## src/rtl/ams_pwm_pkg.sv

```systemverilog
`default_nettype none
// ============================================================================
// ams_pwm_pkg : register map, CTRL field positions and bit-reverse helper
// Revision    : 1.0
// ============================================================================
package ams_pwm_pkg;

    localparam logic [19:0] VAL_BASE = 20'h00000;
    localparam logic [19:0] CTRL     = 20'h00040;
    localparam logic [19:0] COMMIT   = 20'h00044;
    localparam logic [19:0] STATUS   = 20'h00048;

    localparam int CTRL_EN_LSB     = 0;
    localparam int CTRL_SRC_LSB    = 16;
    localparam int CTRL_AUTO_BIT   = 31;
    localparam int STATUS_PEND_BIT = 8;

    localparam int DSP_W = 14;

    typedef enum logic [2:0] {
        REG_NONE   = 3'd0,
        REG_VAL    = 3'd1,
        REG_CTRL   = 3'd2,
        REG_COMMIT = 3'd3,
        REG_STATUS = 3'd4
    } reg_sel_e;

    // Reverses the low w bits of v; bits above w return 0.
    function automatic logic [15:0] bitrev(input logic [15:0] v, input int w);
        logic [15:0] r;
        r = {<<{v}};
        return r >> (16 - w);
    endfunction

endpackage
`default_nettype wire

```

## src/rtl/ams_pwm_channel.sv

```systemverilog
`default_nettype none
// ============================================================================
// ams_pwm_channel : one dithered PWM channel (active value, compare, output reg)
// Revision        : 1.0
// ============================================================================
module ams_pwm_channel
    import ams_pwm_pkg::*;
#(
    parameter int PWM_BITS  = 8,
    parameter int DITH_BITS = 4
) (
    input  logic                          clk_i,
    input  logic                          rstn_i,
    input  logic [PWM_BITS-1:0]           pcnt_i,
    input  logic [DITH_BITS-1:0]          dcnt_i,
    input  logic                          load_i,
    input  logic                          enable_i,
    input  logic [PWM_BITS+DITH_BITS-1:0] value_i,
    output logic                          pwm_o
);

    localparam int VW = PWM_BITS + DITH_BITS;

    logic [VW-1:0]        active_q;
    logic                 pwm_q;
    logic                 pwm_d;
    logic [PWM_BITS-1:0]  w_duty;
    logic [DITH_BITS-1:0] w_frac;
    logic [DITH_BITS-1:0] w_rev;
    logic                 w_ext;
    logic [PWM_BITS:0]    w_thresh;

    assign w_duty = active_q[VW-1:DITH_BITS];
    assign w_frac = active_q[DITH_BITS-1:0];

    // Bit-reversed period index spreads the extra cycles evenly across the dither cycle.
    assign w_rev    = DITH_BITS'(bitrev(16'(dcnt_i), DITH_BITS));
    assign w_ext    = (w_rev < w_frac);
    assign w_thresh = {1'b0, w_duty} + {{PWM_BITS{1'b0}}, w_ext};
    assign pwm_d    = enable_i & ({1'b0, pcnt_i} < w_thresh);

    always_ff @(posedge clk_i or negedge rstn_i) begin
        if (!rstn_i) begin
            active_q <= '0;
            pwm_q    <= 1'b0;
        end else begin
            if (load_i) begin
                active_q <= value_i;
            end
            pwm_q <= pwm_d;
        end
    end

    assign pwm_o = pwm_q;

endmodule
`default_nettype wire

```

## src/rtl/ams_pwm_dac_bank.sv

```systemverilog
`default_nettype none
// ============================================================================
// ams_pwm_dac_bank : NCH-channel dithered PWM DAC with shadowed bus registers
// Revision         : 1.0
// ============================================================================
module ams_pwm_dac_bank
    import ams_pwm_pkg::*;
#(
    parameter int NCH       = 4,
    parameter int PWM_BITS  = 8,
    parameter int DITH_BITS = 4
) (
    input  logic                   clk_i,
    input  logic                   rstn_i,
    input  logic [NCH*DSP_W-1:0]   dsp_i,
    output logic [NCH-1:0]         pwm_o,
    output logic                   period_o,
    input  logic [31:0]            sys_addr,
    input  logic [31:0]            sys_wdata,
    input  logic [3:0]             sys_sel,
    input  logic                   sys_wen,
    input  logic                   sys_ren,
    output logic [31:0]            sys_rdata,
    output logic                   sys_err,
    output logic                   sys_ack
);

    localparam int VW = PWM_BITS + DITH_BITS;
    localparam logic [PWM_BITS-1:0] PCNT_MAX = '1;

    logic [PWM_BITS-1:0]        pcnt_q;
    logic [DITH_BITS-1:0]       dcnt_q;
    logic                       period_q;
    logic [NCH-1:0][VW-1:0]     shadow_q;
    logic [NCH-1:0]             en_q;
    logic [NCH-1:0]             src_q;
    logic                       auto_q;
    logic                       pending_q;
    logic                       pending_d;
    logic                       ack_q;
    logic [31:0]                rdata_q;
    logic [31:0]                rdata_d;

    logic [19:0]                w_addr;
    logic [3:0]                 w_idx;
    reg_sel_e                   w_sel;
    logic [NCH-1:0]             w_val_we;
    logic                       w_boundary;
    logic                       w_load;
    logic                       w_unused;

    assign w_addr     = sys_addr[19:0];
    assign w_idx      = w_addr[5:2];
    assign w_boundary = (pcnt_q == PCNT_MAX);
    assign w_load     = w_boundary & (auto_q | pending_q);
    assign w_unused   = ^{sys_sel, sys_addr[31:20], sys_wdata};

    always_comb begin
        w_sel = REG_NONE;
        if ((w_addr[19:6] == VAL_BASE[19:6]) && (w_addr[1:0] == 2'b00) && ({1'b0, w_idx} < 5'(NCH))) begin
            w_sel = REG_VAL;
        end else if (w_addr == CTRL) begin
            w_sel = REG_CTRL;
        end else if (w_addr == COMMIT) begin
            w_sel = REG_COMMIT;
        end else if (w_addr == STATUS) begin
            w_sel = REG_STATUS;
        end
    end

    always_comb begin
        w_val_we = '0;
        for (int k = 0; k < NCH; k++) begin
            w_val_we[k] = sys_wen && (w_sel == REG_VAL) && (w_idx == 4'(k));
        end
    end

    // A commit landing on the boundary survives the clear and is honoured one period later.
    always_comb begin
        pending_d = pending_q;
        if (w_boundary) begin
            pending_d = 1'b0;
        end
        if (sys_wen && (w_sel == REG_COMMIT)) begin
            pending_d = 1'b1;
        end
    end

    always_comb begin
        rdata_d = '0;
        case (w_sel)
            REG_VAL: begin
                for (int k = 0; k < NCH; k++) begin
                    if (w_idx == 4'(k)) begin
                        rdata_d[VW-1:0] = shadow_q[k];
                    end
                end
            end
            REG_CTRL: begin
                rdata_d[CTRL_EN_LSB +: NCH]  = en_q;
                rdata_d[CTRL_SRC_LSB +: NCH] = src_q;
                rdata_d[CTRL_AUTO_BIT]       = auto_q;
            end
            REG_COMMIT: begin
                rdata_d[0] = pending_q;
            end
            REG_STATUS: begin
                rdata_d[DITH_BITS-1:0]   = dcnt_q;
                rdata_d[STATUS_PEND_BIT] = pending_q;
            end
            default: begin
                rdata_d = '0;
            end
        endcase
        if (!sys_ren) begin
            rdata_d = '0;
        end
    end

    always_ff @(posedge clk_i or negedge rstn_i) begin
        if (!rstn_i) begin
            pcnt_q    <= '0;
            dcnt_q    <= '0;
            period_q  <= 1'b0;
            shadow_q  <= '0;
            en_q      <= '0;
            src_q     <= '0;
            auto_q    <= 1'b0;
            pending_q <= 1'b0;
            ack_q     <= 1'b0;
            rdata_q   <= '0;
        end else begin
            pcnt_q   <= pcnt_q + 1'b1;
            period_q <= w_boundary;
            if (w_boundary) begin
                dcnt_q <= dcnt_q + 1'b1;
            end
            for (int k = 0; k < NCH; k++) begin
                if (w_val_we[k]) begin
                    shadow_q[k] <= sys_wdata[VW-1:0];
                end
            end
            if (sys_wen && (w_sel == REG_CTRL)) begin
                en_q   <= sys_wdata[CTRL_EN_LSB +: NCH];
                src_q  <= sys_wdata[CTRL_SRC_LSB +: NCH];
                auto_q <= sys_wdata[CTRL_AUTO_BIT];
            end
            pending_q <= pending_d;
            ack_q     <= sys_wen | sys_ren;
            rdata_q   <= rdata_d;
        end
    end

    for (genvar k = 0; k < NCH; k++) begin : g_ch
        logic [DSP_W-1:0] w_dsp_off;
        logic [VW-1:0]    w_value;

        // Offset-binary conversion maps the most negative sample to 0.
        assign w_dsp_off = {~dsp_i[k*DSP_W + DSP_W-1], dsp_i[k*DSP_W +: DSP_W-1]};
        assign w_value   = src_q[k] ? w_dsp_off[DSP_W-1 -: VW] : shadow_q[k];

        ams_pwm_channel #(
            .PWM_BITS  (PWM_BITS),
            .DITH_BITS (DITH_BITS)
        ) u_ch (
            .clk_i    (clk_i),
            .rstn_i   (rstn_i),
            .pcnt_i   (pcnt_q),
            .dcnt_i   (dcnt_q),
            .load_i   (w_load),
            .enable_i (en_q[k]),
            .value_i  (w_value),
            .pwm_o    (pwm_o[k])
        );
    end

    assign period_o  = period_q;
    assign sys_ack   = ack_q;
    assign sys_rdata = rdata_q;
    assign sys_err   = 1'b0;

endmodule
`default_nettype wire
```

## config.mk

```make
export PLATFORM = sky130hd
export DESIGN_NAME = ams_pwm_dac_bank
export DESIGN_NICKNAME = d
export VERILOG_FILES = /design/src/rtl/ams_pwm_pkg.sv /design/src/rtl/ams_pwm_channel.sv /design/src/rtl/ams_pwm_dac_bank.sv
export SDC_FILE = /design/constraint.sdc
export NUM_CORES = 1
export LEC_CHECK = 0
export BUFFER_PORTS_ARGS = -buffer_cell sky130_fd_sc_hd__buf_2
export CAP_MARGIN = 10
export CORE_ASPECT_RATIO = 1.75
export CORE_MARGIN = 4
export CORE_UTILIZATION = 50
export CTS_BUF_LIST = sky130_fd_sc_hd__clkbuf_16
export DETAILED_ROUTE_END_ITERATION = 10
export GPL_ROUTABILITY_DRIVEN = 0
export PLACE_DENSITY = 0.77
export SETUP_SLACK_MARGIN = 0.1
export SLEW_MARGIN = 20
export SYNTH_ARGS = -nofsm -noshare
export SYNTH_HDL_FRONTEND = slang
export SYNTH_SLANG_ARGS = --single-unit
```

## constraint.sdc

```tcl
create_clock -name clk_i -period 3.06 [get_ports clk_i]
set_input_delay 0.765 -clock clk_i [delete_from_list [all_inputs] [get_ports clk_i]]
set_output_delay 0.765 -clock clk_i [all_outputs]
set_load 0.02 [all_outputs]
```

Word-level counts from Yosys, hierarchy flattened
Cells that the tools add are included.
{ "op_classes": {"add_sub_neg": 6, "multipliers": 0, "div_mod_pow": 0, "order_cmp": 9, "n_eq_ne": 11, "shifts": 0, "n_mux": 22, "n_bitwise": 11, "reduce_logical": 13} }
{ "op_table": {"columns": ["operator", "count"], "rows": [
  ["12-bit 2-to-1 mux", 8],
  ["20-bit by 7-bit == test with 1-bit output (second input constant)", 3],
  ["8-bit by 1-bit adder with 9-bit output", 4],
  ["8-bit by 9-bit < comparator with 1-bit output", 4],
  ["32-bit 2-to-1 mux", 1],
  ["4-bit < comparator", 4],
  ["3-bit 2-to-1 mux", 5],
  ["14-bit zero test", 1],
  ["1-bit logical AND", 9],
  ["3-bit case mux with 3 select lines", 1],
  ["8-bit by 1-bit adder with 8-bit output (second input constant)", 1],
  ["4-bit by 2-bit == test with 1-bit output (second input constant)", 2],
  ["8-bit == test (second input constant)", 1],
  ["4-bit 2-to-1 mux", 2],
  ["3-bit by 2-bit == test with 1-bit output (second input constant)", 2],
  ["1-bit AND", 5],
  ["4-bit by 1-bit adder with 4-bit output (second input constant)", 1],
  ["4-bit by 1-bit == test with 1-bit output (second input constant)", 1],
  ["4-bit zero test", 1],
  ["4-bit by 3-bit < comparator with 1-bit output (second input constant)", 1],
  ["1-bit NOT", 4],
  ["1-bit case mux with 4 select lines", 1],
  ["3-bit by 1-bit == test with 1-bit output (second input constant)", 1],
  ["3-bit == test (second input constant)", 1],
  ["5 further kinds", 8]
]} }
{ "word_totals": {"ff_bits": 156, "latchBits": 0, "mem_bits_rw": 0, "romBits": 0, "output_inout_bits": 39, "word_cells": 93, "mem_count": 0} }

Logic depth before layout (Yosys ltp)
Gate-level depths: netlist (run 1).
{ "depth": {"depth_word": 8, "ltp_mapped": 14} }

Cells and area by module
From an unflattened synthesis (run 1), not the netlist that was laid out.
{ "hier_totals": {"hier_cells": 670, "hier_area_um2": 7920.1} }
{ "modules_own_cells": {"columns": ["module", "instances", "cells_per_inst", "area_each_um2", "seq_area_each_um2"], "rows": [
  ["ams_pwm_dac_bank", 1, 358, 4526.8, 2227.1],
  ["ams_pwm_channel", 4, 78, 848.3, 325.3]
]} }

Least setup slack after synthesis (run 1)
OpenSTA, ideal clock, no wires.
{ "synth_timing": {"kind": "register -> register", "from": "reg dcnt_q[2]", "to": "reg g_ch[0].u_ch.pwm_q", "t_arrival_ns": 2.827, "t_required_ns": 2.976, "slack_ns": 0.149, "path_stages_with_launch": 14, "synth_period_minus_slack_ns": 2.911, "cell_sequence": "dfrtp_1 ha_1 a21o_1 a21o_1 a21oi_1 ha_1 ha_1 nand3_1 xor2_1 ha_1 a21o_1 a2111oi_0 o21ai_0 a21boi_0"} }
{ "synth_via": {"elab_chain_cells": 4} }
{ "synth_lines": {"columns": ["element", "line", "text"], "rows": [
  ["start, declared", "ams_pwm_dac_bank.sv:32", "logic [DITH_BITS-1:0] dcnt_q;"],
  ["start signal, assigned", "ams_pwm_dac_bank.sv:136", "dcnt_q <= dcnt_q + 1'b1;"],
  ["4-bit < comparator", "ams_pwm_channel.sv:38", "assign w_ext = (w_rev < w_frac);"],
  ["8-bit by 1-bit adder with 9-bit output", "ams_pwm_channel.sv:39", "assign w_thresh = {1'b0, w_duty} + {{PWM_BITS{1'b0}}, w_ext};"],
  ["8-bit by 9-bit < comparator with 1-bit output", "ams_pwm_channel.sv:40", "assign pwm_d = enable_i & ({1'b0, pcnt_i} < w_thresh);"],
  ["1-bit AND", "ams_pwm_channel.sv:40", null],
  ["named net g_ch[0].u_ch.pwm_d", "ams_pwm_channel.sv:26", "logic pwm_d;"],
  ["end signal, assigned", "ams_pwm_channel.sv:50", "pwm_q <= pwm_d;"],
  ["end, declared", "ams_pwm_channel.sv:25", "logic pwm_q;"]
]} }
The timed path passes the listed nets, and every way through them passes these cells.
A chain may end at the register's enable or synchronous reset.

Worst setup path in the final report (run 1)
Ends and elaborated chain as after synthesis.

==> flow_summary_export.csv, run 1 <==
group,metric,value,unit
outcome,status,"complete, but fails checks",
outcome,violations,"negative setup slack",
sta,grt_setup_unrepaired,"yes",
placed_design,io_buffers,111,
grt,grt_usage,24.3,%
floorplan,die_y,172,µm
floorplan,die_area,17400,µm²
layout,drive_gt1_share,35.1,%
grt,grt_pass1_vias,6353,
power_and_ir_drop,clkPwrFrac,50.7,%
sta,slew_viol_final,0,
sta,final-setup-viol-count,3,
detailed_routing,remaining_drc_errors,0,
grt,grt_overflow,0,
sta,max_slew_margin,29.7,%
power_and_ir_drop,seqPwrFrac,45.3,%
layout,layout_common_cells,"dfrtp_1 (140), buf_2 (110), nor2_1 (55)",
detailed_routing,drtAntennaViolNets,0,
worst_setup_path,crit-reg2reg-launch,"dcnt_q[2]",
clock_network,cts_buffer_depth,2,
worst_setup_path,endpoint_kind,"flip-flop",
sta,hold_violations,0,
worst_setup_path,max_stage_delay,0.50,ns
worst_setup_path,arrival,3.43,ns
synth,ys_async_sr_fraction,100,%
detailed_routing,avgViaCountPerCell,5.85,
synth,ys.flop_type,"dfrtp_1",
floorplan,rows,59,
grt,grt_max_degree,92,
worst_setup_path,cp.required,3.39,ns
synth,synth-warning-count,0,
worst_setup_path,reg2reg_depth,14,
clock_network,clk_pin_slew,0.06,ns
power_and_ir_drop,internal_power,0.00320,W
worst_setup_path,start_kind,"flip-flop",
sta,finClkSkew,0.00862,ns
grt,antenna_found_initial,0,
worst_setup_path,crit_top_cell,"a21o_1",
grt,grt_pass1_wl,32400,µm
sta,worst_pin_slew,1.06,ns
worst_setup_path,cp_cell_sequence,"ha_4 > a21o_1 > a21o_1 > a21oi_2 > ha_2 > buf_6 > ha_4 > nand3_4 > xor2_2 > ha_1 > a21o_1 > a2111oi_2 > o21ai_1 > a21boi_1",
layout,antenna_cells,0,
sta,period_share,101,%
worst_setup_path,cpMaxStageDelayCell,"dfrtp_2",
floorplan,start_util,51.3,%
clock_network,clockRootBuffer,"clkbuf_16",
worst_hold_path,min_path_type,"in2async",
detailed_routing,top_layer,"met4",
layout,fillers,1137,
power_and_ir_drop,ir_drop,0.550,mV
power_and_ir_drop,leakage,4.51,nW
floorplan,die_w,101,µm
sta,layout_setup_ws,-0.0386,ns
worst_setup_path,r2r_slack,-0.04,ns
worst_setup_path,crit_fanout,6,
layout,area_growth,21.9,%
detailed_routing,first_iter_violations,346,
clock_network,numCtsBuffers,17,
synth,synthDistinctLibCells,45,
detailed_routing,dr.pass1.iters,7,
layout,nNetsFinal,970,
layout,final_common_cell,"dfrtp_1",
synth,synth_seq_cells,141,
detailed_routing,wl_per_cell,20.8,µm
detailed_routing,wl_met1,7540,µm
sta,post-route-min-period,3.10,ns
sta,holdWs,0.274,ns
run,drv_cap,0,
clock_network,cts.sinks,141,
placed_design,dp.final_hpwl,14600,µm
synth,synth_area,7650,µm²
synth,syn_inst,662,
clock_network,postCtsHoldBufs,0,
power_and_ir_drop,p_per_area,442,nW/µm²
power_and_ir_drop,combPwrFrac,4.1,%
floorplan,core_region_area,14900,µm²
clock_network,htreeDepth,4,
worst_setup_path,crit_type,"reg2reg",
power_and_ir_drop,p_sw_share,22.3,%
synth,yosysSeqAreaShare,46.1,%
worst_setup_path,timing.rr.end,"g_ch[0].u_ch.pwm_o",
detailed_routing,drt-total-wl,20500,µm
synth,synth-edff-count,0,
power_and_ir_drop,p_sw,0.000917,W
synth,syn_area_per_cell,11.5,µm²
floorplan,ios,167,
sta,clock.fmax,0.323,GHz
clock_network,cts_tree,"yes",
detailed_routing,met3_length,1070,µm
detailed_routing,vias,5765,
layout,fin_util,62.5,%
detailed_routing,met2WireLength,10900,µm
clock_network,clock_latency,0.42,ns
## through the flow
stage | setup TNS (ns) | cells | cell area [µm²] | setup WS, ns | power, W
final | -0.0663 | 986 | 9320 | -0.0386 | 0.00412
after global routing | -0.567 | 986 | 9320 | -0.192 | 0.00424
after CTS | -0.127 | 984 | 9260 | -0.0690 | 0.00413
after detailed placement | -1.26 | 949 | 8440 | -0.346 | 0.00207
after global placement | -0.669 | 949 | 8440 | -0.226 | 0.00206
after floorplan | 0 | 677 | 7700 | 0.149 | 0.00196
## critical path, delay by kind of cell, from the launching register on
family	cells	cell delay (ns)
xor gates and xnor gates	1	0.17
buffers and inverters	1	0.11
DFF	1	0.50
adders and majority gates	4	0.91
AOI/OAI and AO/OA	7	1.24
and+or+nand+nor	1	0.08
## registers in the layout, summed over array words and instances, names as in the netlist, 4 cells and up
name / cells
en_q: 4
sys_rdata: 17
src_q: 4
shadow_q: 48
pcnt_q: 8
dcnt_q: 4
g_ch.u_ch.active_q: 48
g_ch.u_ch.pwm_o: 4
## worst max path at each step
stage	endpoint	start	depth (start not counted)
after floorplan	g_ch[0].u_ch.pwm_o	dcnt_q[2]	13
after global placement	g_ch[3].u_ch.pwm_o	dcnt_q[2]	13
after global routing	g_ch[3].u_ch.pwm_o	dcnt_q[2]	13
final	g_ch[0].u_ch.pwm_o	dcnt_q[2]	14
after detailed placement	g_ch[2].u_ch.pwm_o	dcnt_q[2]	13
after CTS	g_ch[0].u_ch.pwm_o	dcnt_q[2]	14
## cells by family after synthesis
logic type,after synthesis,share of synthesized area [%]
adders and majority gates,50,8.18
AOI/OAI and AO/OA,99,7.82
xor gates and xnor gates,33,3.78
muxes,122,18.9
and+or+nand+nor,142,10.1
DFF,141,46.1
other,1,0.0490
buffers and inverters,74,4.93
## what timing repair did
| action | 4_1_cts | 5_1_grt |
|---|---|---|
| buffers inserted | 6 | 2 |
| gates resized for setup | 46 | 7 |
| endpoints found under the setup margin | 4 | 4 |
| pin swaps | 32 | 16 |
## cell usage after synthesis, types with 9 or more instances
master,number,area (µm²)
a21o_1,12,90.1
a21oi_1,52,260
buf_4,24,180
clkbuf_1,12,45.0
dfrtp_1,141,3530
ha_1,50,626
inv_1,27,101
mux2_1,10,113
mux2_2,52,586
mux2i_1,48,480
mux4_2,12,270
nand2_1,16,60.1
nand2b_1,9,56.3
nand3_1,16,80.1
nor2_1,58,218
o21ai_0,9,45.0
xnor2_1,14,123
xor2_1,19,166
## final cells by class
type                    count  area (µm²)  area share, %
clock buffers              17         425           4.57
multi-input cells         462        4030           43.3
well taps                 183         229           2.46
clock inverters            13         168           1.80
flip-flops and latches    141        3530           37.9
inverters                  27         101           1.09
repair buffers            143         835           8.96
## power by group through the flow
stage | Clock (W) | Combinational [W] | Sequential [W]
after floorplan | 0 | 0.0000622 | 0.00190
after CTS | 0.00210 | 0.000170 | 0.00187
after detailed placement | 0 | 0.000169 | 0.00190
final | 0.00209 | 0.000168 | 0.00187
after global placement | 0 | 0.000164 | 0.00190
after global routing | 0.00219 | 0.000185 | 0.00186
## routing by layer
metal  global-route usage (%)  up-vias
li1                         -     2582
met1                     28.2     2854
met2                     43.0      239
met3                     4.06       90
met4                     11.7        0
met5                        0        -
(Power assumes the default switching activity.)
==> run 2: changes to the inputs <==
Settings changed: BUFFER_PORTS_ARGS -buffer_cell sky130_fd_sc_hd__buf_2 to not set, CORE_UTILIZATION 50 to 58, DONT_BUFFER_PORTS set to 1, PLACE_DENSITY 0.77 to 0.76, SKIP_CTS_REPAIR_TIMING set to 1.
==> flow_summary_export.csv, run 2 (synthesis gave the netlist of run 1 again) <==
group,metric,value,unit
detailed_routing,remaining_drc_errors,0,
detailed_routing,drtAntennaViolNets,0,
layout,drive_gt1_share,25.4,%
grt,grt_overflow,0,
layout,fin_util,67.7,%
sta,period_share,106,%
detailed_routing,vias,5347,
worst_setup_path,critPathLaunch,"dcnt_q[1]",
worst_setup_path,critPathCapture,"g_ch[3].u_ch.pwm_o",
sta,worst_pin_slew,0.938,ns
detailed_routing,first_iter_violations,347,
clock_network,clock_latency,0.42,ns
worst_setup_path,arrival,3.60,ns
clock_network,cts_tree,"yes",
grt,grt_max_degree,142,
worst_setup_path,start_kind,"flip-flop",
worst_setup_path,timing.rr.end,"g_ch[3].u_ch.pwm_o",
worst_setup_path,crit-reg2reg-launch,"dcnt_q[1]",
layout,area_growth,14.5,%
sta,post-route-min-period,3.23,ns
power_and_ir_drop,leakage,4.03,nW
worst_hold_path,min_path_type,"in2async",
clock_network,clk_pin_slew,0.06,ns
grt,grt_pass1_vias,5680,
sta,slew_viol_final,0,
sta,final-setup-viol-count,4,
worst_setup_path,reg2reg_depth,14,
worst_setup_path,r2r_slack,-0.17,ns
clock_network,clockRootBuffer,"clkbuf_16",
power_and_ir_drop,ir_drop,0.398,mV
layout,nNetsFinal,861,
grt,antenna_found_initial,0,
sta,layout_setup_ws,-0.173,ns
sta,holdWs,0.0415,ns
power_and_ir_drop,finalPower,0.00374,W
floorplan,ios,167,
sta,clock.fmax,0.309,GHz
placed_design,dp.final_hpwl,13800,µm
floorplan,core_region_area,12900,µm²
grt,grt_usage,26.3,%
grt,grt_pass1_wl,29800,µm
outcome,violations,"negative setup slack",
placed_design,io_buffers,0,
detailed_routing,avgViaCountPerCell,6.17,
clock_network,cts.sinks,141,
worst_setup_path,crit_fanout,4,
clock_network,htreeDepth,4,
layout,layout_common_cells,"dfrtp_1 (140), nor2_1 (56), mux2_2 (52)",
floorplan,die_area,15200,µm²
run,drv_cap,0,
sta,max_slew_margin,37.4,%
clock_network,cts_buffer_depth,2,
detailed_routing,drt-total-wl,19700,µm
detailed_routing,wl_per_cell,22.8,µm
power_and_ir_drop,p_per_area,427,nW/µm²
floorplan,rows,55,
sta,hold_violations,0,
sta,grt_setup_unrepaired,"yes",
floorplan,start_util,59.1,%
floorplan,die_y,160,µm
worst_setup_path,endpoint_kind,"flip-flop",
floorplan,die_w,94.8,µm
outcome,status,"complete, but fails checks",
layout,final_common_cell,"dfrtp_1",
worst_setup_path,cp.required,3.43,ns
sta,finClkSkew,0.00571,ns
worst_setup_path,crit_type,"reg2reg",
detailed_routing,dr.pass1.iters,4,
clock_network,numCtsBuffers,17,
layout,antenna_cells,0,
-- run 2: worst max-delay path, stage by stage (launching register included) --
cell	delay, ns
dfrtp_1	0.44
buf_6	0.15
ha_1	0.28
a21o_1	0.19
a21oi_2	0.19
ha_2	0.24
buf_6	0.10
and4_1	0.23
nand2_2	0.11
xor2_4	0.19
ha_4	0.27
a2111oi_4	0.34
o21ai_1	0.13
a21boi_2	0.18
buf_4	0.13
-- run 2: per-layer routing --
metal	share of wire, %	vias up	global-route usage [%]
met3	6.2	69	6.31
met1	37	2679	30.6
met4	4.3	0	12.9
met2	52	231	44.6
li1	-	2368	-
met5	0	-	0
-- run 2: worst min path at each step --
stage           start                  endpoint  slack, ns  cells past startpoint
2_1_floorplan  rstn_i                    auto_q       0.47                      0
3_3_place_gp   rstn_i  g_ch[0].u_ch.active_q[2]       0.48                      0
3_5_place_dp   rstn_i  g_ch[0].u_ch.active_q[1]       0.47                      0
4_1_cts        rstn_i                    auto_q       0.03                      0
5_1_grt        rstn_i  g_ch[0].u_ch.active_q[1]       0.03                      0
6_report       rstn_i  g_ch[0].u_ch.active_q[1]       0.04                      0
-- run 2: layout make-up --
class / count / area (µm²)
Inverter: 27 / 101
Clock buffer: 17 / 425
Multi-Input combinational cell: 462 / 4100
Timing Repair Buffer: 34 / 287
Tap cell: 171 / 214
Sequential cell: 141 / 3530
Clock inverter: 15 / 101
Fill cell: 937 / 4180
-- run 2: per-stage QoR --
stage | instance area [µm²] | cells | worst slack [ns] | setup TNS [ns]
global placement | 7860 | 828 | -0.428 | -1.32
global route | 8750 | 867 | -0.261 | -0.873
finish | 8750 | 867 | -0.173 | -0.385
floorplan | 7700 | 677 | 0.149 | 0
CTS | 8390 | 860 | -0.577 | -1.92
detailed placement | 7860 | 828 | -0.495 | -1.75
-- run 2: power by group --
part           switching [W]  leakage (nW)  internal (W)
Combinational      0.0000241          2.07     0.0000147
Clock               0.000808         0.250       0.00103
Sequential        0.00000122          1.72       0.00187
==> run 3: changes to the inputs <==
--- a/config.mk
+++ b/config.mk
@@ -9,5 +9,5 @@
 export CORE_ASPECT_RATIO = 1.75
 export CORE_MARGIN = 4
-export CORE_UTILIZATION = 58
+export CORE_UTILIZATION = 60
 export CTS_BUF_LIST = sky130_fd_sc_hd__clkbuf_16
 export DETAILED_ROUTE_END_ITERATION = 10
@@ -21,2 +21,3 @@
 export SYNTH_HDL_FRONTEND = slang
 export SYNTH_SLANG_ARGS = --single-unit
+export TNS_END_PERCENT = 30
==> constraint.sdc (replaced) <==
create_clock -name clk_i -period 4.2 [get_ports clk_i]
set_input_delay 0.84 -clock clk_i [delete_from_list [all_inputs] [get_ports clk_i]]
set_output_delay 0.84 -clock clk_i [all_outputs]
set_load 0.02 [all_outputs]
==> flow_summary_export.csv, run 3 (synthesis gave the netlist of run 1 again) <==
group,metric,value,unit
sta,worst_pin_slew,1.13,ns
worst_setup_path,cpMaxStageDelayCell,"dfrtp_1",
power_and_ir_drop,clkPwrFrac,52.8,%
worst_setup_path,cp.required,4.49,ns
sta,max_slew_margin,24.4,%
worst_setup_path,max_stage_delay,0.48,ns
worst_setup_path,crit_fanout,7,
run,drv_cap,0,
worst_setup_path,crit_type,"reg2reg",
power_and_ir_drop,seqPwrFrac,46.2,%
clock_network,htreeDepth,4,
sta,holdWs,0.109,ns
layout,area_growth,8.36,%
layout,nNetsFinal,831,
placed_design,postPlaceCellArea,7670,µm²
power_and_ir_drop,p_sw,0.000626,W
grt,grt_overflow,0,
detailed_routing,vias,5052,
detailed_routing,wl_per_cell,22.3,µm
floorplan,start_util,61.2,%
worst_setup_path,cp_cell_sequence,"ha_1 > a21o_1 > a21o_1 > a21oi_1 > ha_1 > ha_1 > nand3_1 > xor2_1 > ha_1 > a21o_1 > a2111oi_0 > o21ai_0 > a21boi_0",
detailed_routing,drt-total-wl,18600,µm
layout,antenna_cells,0,
clock_network,clock_latency,0.42,ns
detailed_routing,remaining_drc_errors,0,
grt,antenna_found_initial,0,
clock_network,clk_pin_slew,0.06,ns
power_and_ir_drop,p_per_area,355,nW/µm²
sta,slew_viol_final,0,
layout,seq_area,3530,µm²
placed_design,io_buffers,0,
sta,grt_setup_unrepaired,"no",
floorplan,die_area,14700,µm²
power_and_ir_drop,internal_power,0.00232,W
clock_network,numCtsBuffers,17,
power_and_ir_drop,p_sw_share,21.3,%
layout,layout_common_cells,"dfrtp_1 (141), nor2_1 (58), a21oi_1 (52), mux2_2 (52), ha_1 (50)",
worst_setup_path,endpoint_kind,"flip-flop",
power_and_ir_drop,combPwrFrac,1.0,%
detailed_routing,dr.pass1.iters,5,
layout,fin_util,66.3,%
clock_network,cts_buffer_depth,2,
worst_hold_path,min_path_type,"in2async",
worst_setup_path,arrival,3.89,ns
grt,grt_usage,26.6,%
detailed_routing,avgViaCountPerCell,6.06,
detailed_routing,drtAntennaViolNets,0,
sta,period_share,85.8,%
worst_setup_path,crit_family,"compound AO/OA/AOI/OAI gates",
floorplan,core_region_area,12500,µm²
floorplan,die_y,157,µm
sta,tns,0,ns
worst_setup_path,path_buf_inv,0,
layout,fin_area,8290,µm²
layout,drive_gt1_share,16.8,%
sta,finClkSkew,0.00840,ns
detailed_routing,first_iter_violations,300,
grt,grt_pass1_wl,29300,µm
worst_setup_path,start_kind,"flip-flop",
sta,post-route-min-period,3.60,ns
layout,fillers,918,
clock_network,cts_tree,"yes",
clock_network,cts.sinks,141,
outcome,status,"finished, final reports clean",
sta,final-setup-viol-count,0,
clock_network,clockRootBuffer,"clkbuf_16",
worst_setup_path,crit_top_cell,"ha_1",
layout,multi_input_area,3800,µm²
grt,grt_pass1_vias,5603,
placed_design,dp.final_hpwl,13600,µm
power_and_ir_drop,ir_drop,0.298,mV
floorplan,rows,54,
floorplan,ios,167,
floorplan,die_w,93.3,µm
layout,final_common_cell,"dfrtp_1",
grt,grt_max_degree,142,
power_and_ir_drop,leakage,3.86,nW
sta,clock.fmax,0.278,GHz
sta,hold_violations,0,
## run 3: metal layers
| layer | global-route usage [%] | share of wire (%) | wire [µm] | vias up |
|---|---|---|---|---|
| li1 | - | - | - | 2309 |
| met1 | 30.6 | 37 | 6900 | 2526 |
| met2 | 45.4 | 52 | 9710 | 176 |
| met3 | 7.27 | 6.3 | 1170 | 41 |
| met4 | 13.2 | 4.2 | 784 | 0 |
| met5 | 0 | 0 | 0 | - |
## run 3: worst reg2reg max path, cell delays in order (launching register included)
cell and delay [ns]:
dfrtp_1 0.48, ha_1 0.34, a21o_1 0.15, a21o_1 0.16, a21oi_1 0.19, ha_1 0.23, ha_1 0.24, nand3_1 0.11
xor2_1 0.16, ha_1 0.29, a21o_1 0.18, a2111oi_0 0.43, o21ai_0 0.18, a21boi_0 0.33
## run 3: cell type report
class | count | area share [%]
Multi-Input combinational cell | 462 | 45.9
Clock inverter | 15 | 2.25
Sequential cell | 141 | 42.6
Timing Repair Buffer | 4 | 0.362
Inverter | 27 | 1.22
Tap cell | 168 | 2.54
Clock buffer | 17 | 5.13
## run 3: path summary, 6_finish.rpt
path	start	to	slack, ns	cells past startpoint
worst min-delay path	rstn_i	period_o	0.11	0
worst max register to register	dcnt_q[2]	g_ch[2].u_ch.pwm_o	0.60	13
worst min register to register	shadow_q[28]	shadow_q[28]	0.53	1
worst max-delay path	dcnt_q[2]	g_ch[2].u_ch.pwm_o	0.60	13
max in group asynchronous	rstn_i	g_ch[3].u_ch.active_q[7]	3.87	0
min in group clk_i	shadow_q[28]	shadow_q[28]	0.53	1
## run 3: power by group through the flow
stage                     Sequential (W)  Clock [W]  Combinational [W]
after global routing             0.00136    0.00163          0.0000302
after detailed placement         0.00138          0          0.0000280
final                            0.00136    0.00155          0.0000285
after floorplan                  0.00138          0          0.0000453
after global placement           0.00138          0          0.0000277
after CTS                        0.00136    0.00157          0.0000280
## run 3: per-stage QoR
stage,cells,power [W],setup WS [ns]
after floorplan,677,0.00143,1.29
after global placement,802,0.00141,0.812
after detailed placement,802,0.00141,0.668
after CTS,834,0.00296,0.591
after global routing,834,0.00302,0.446
final,834,0.00294,0.598
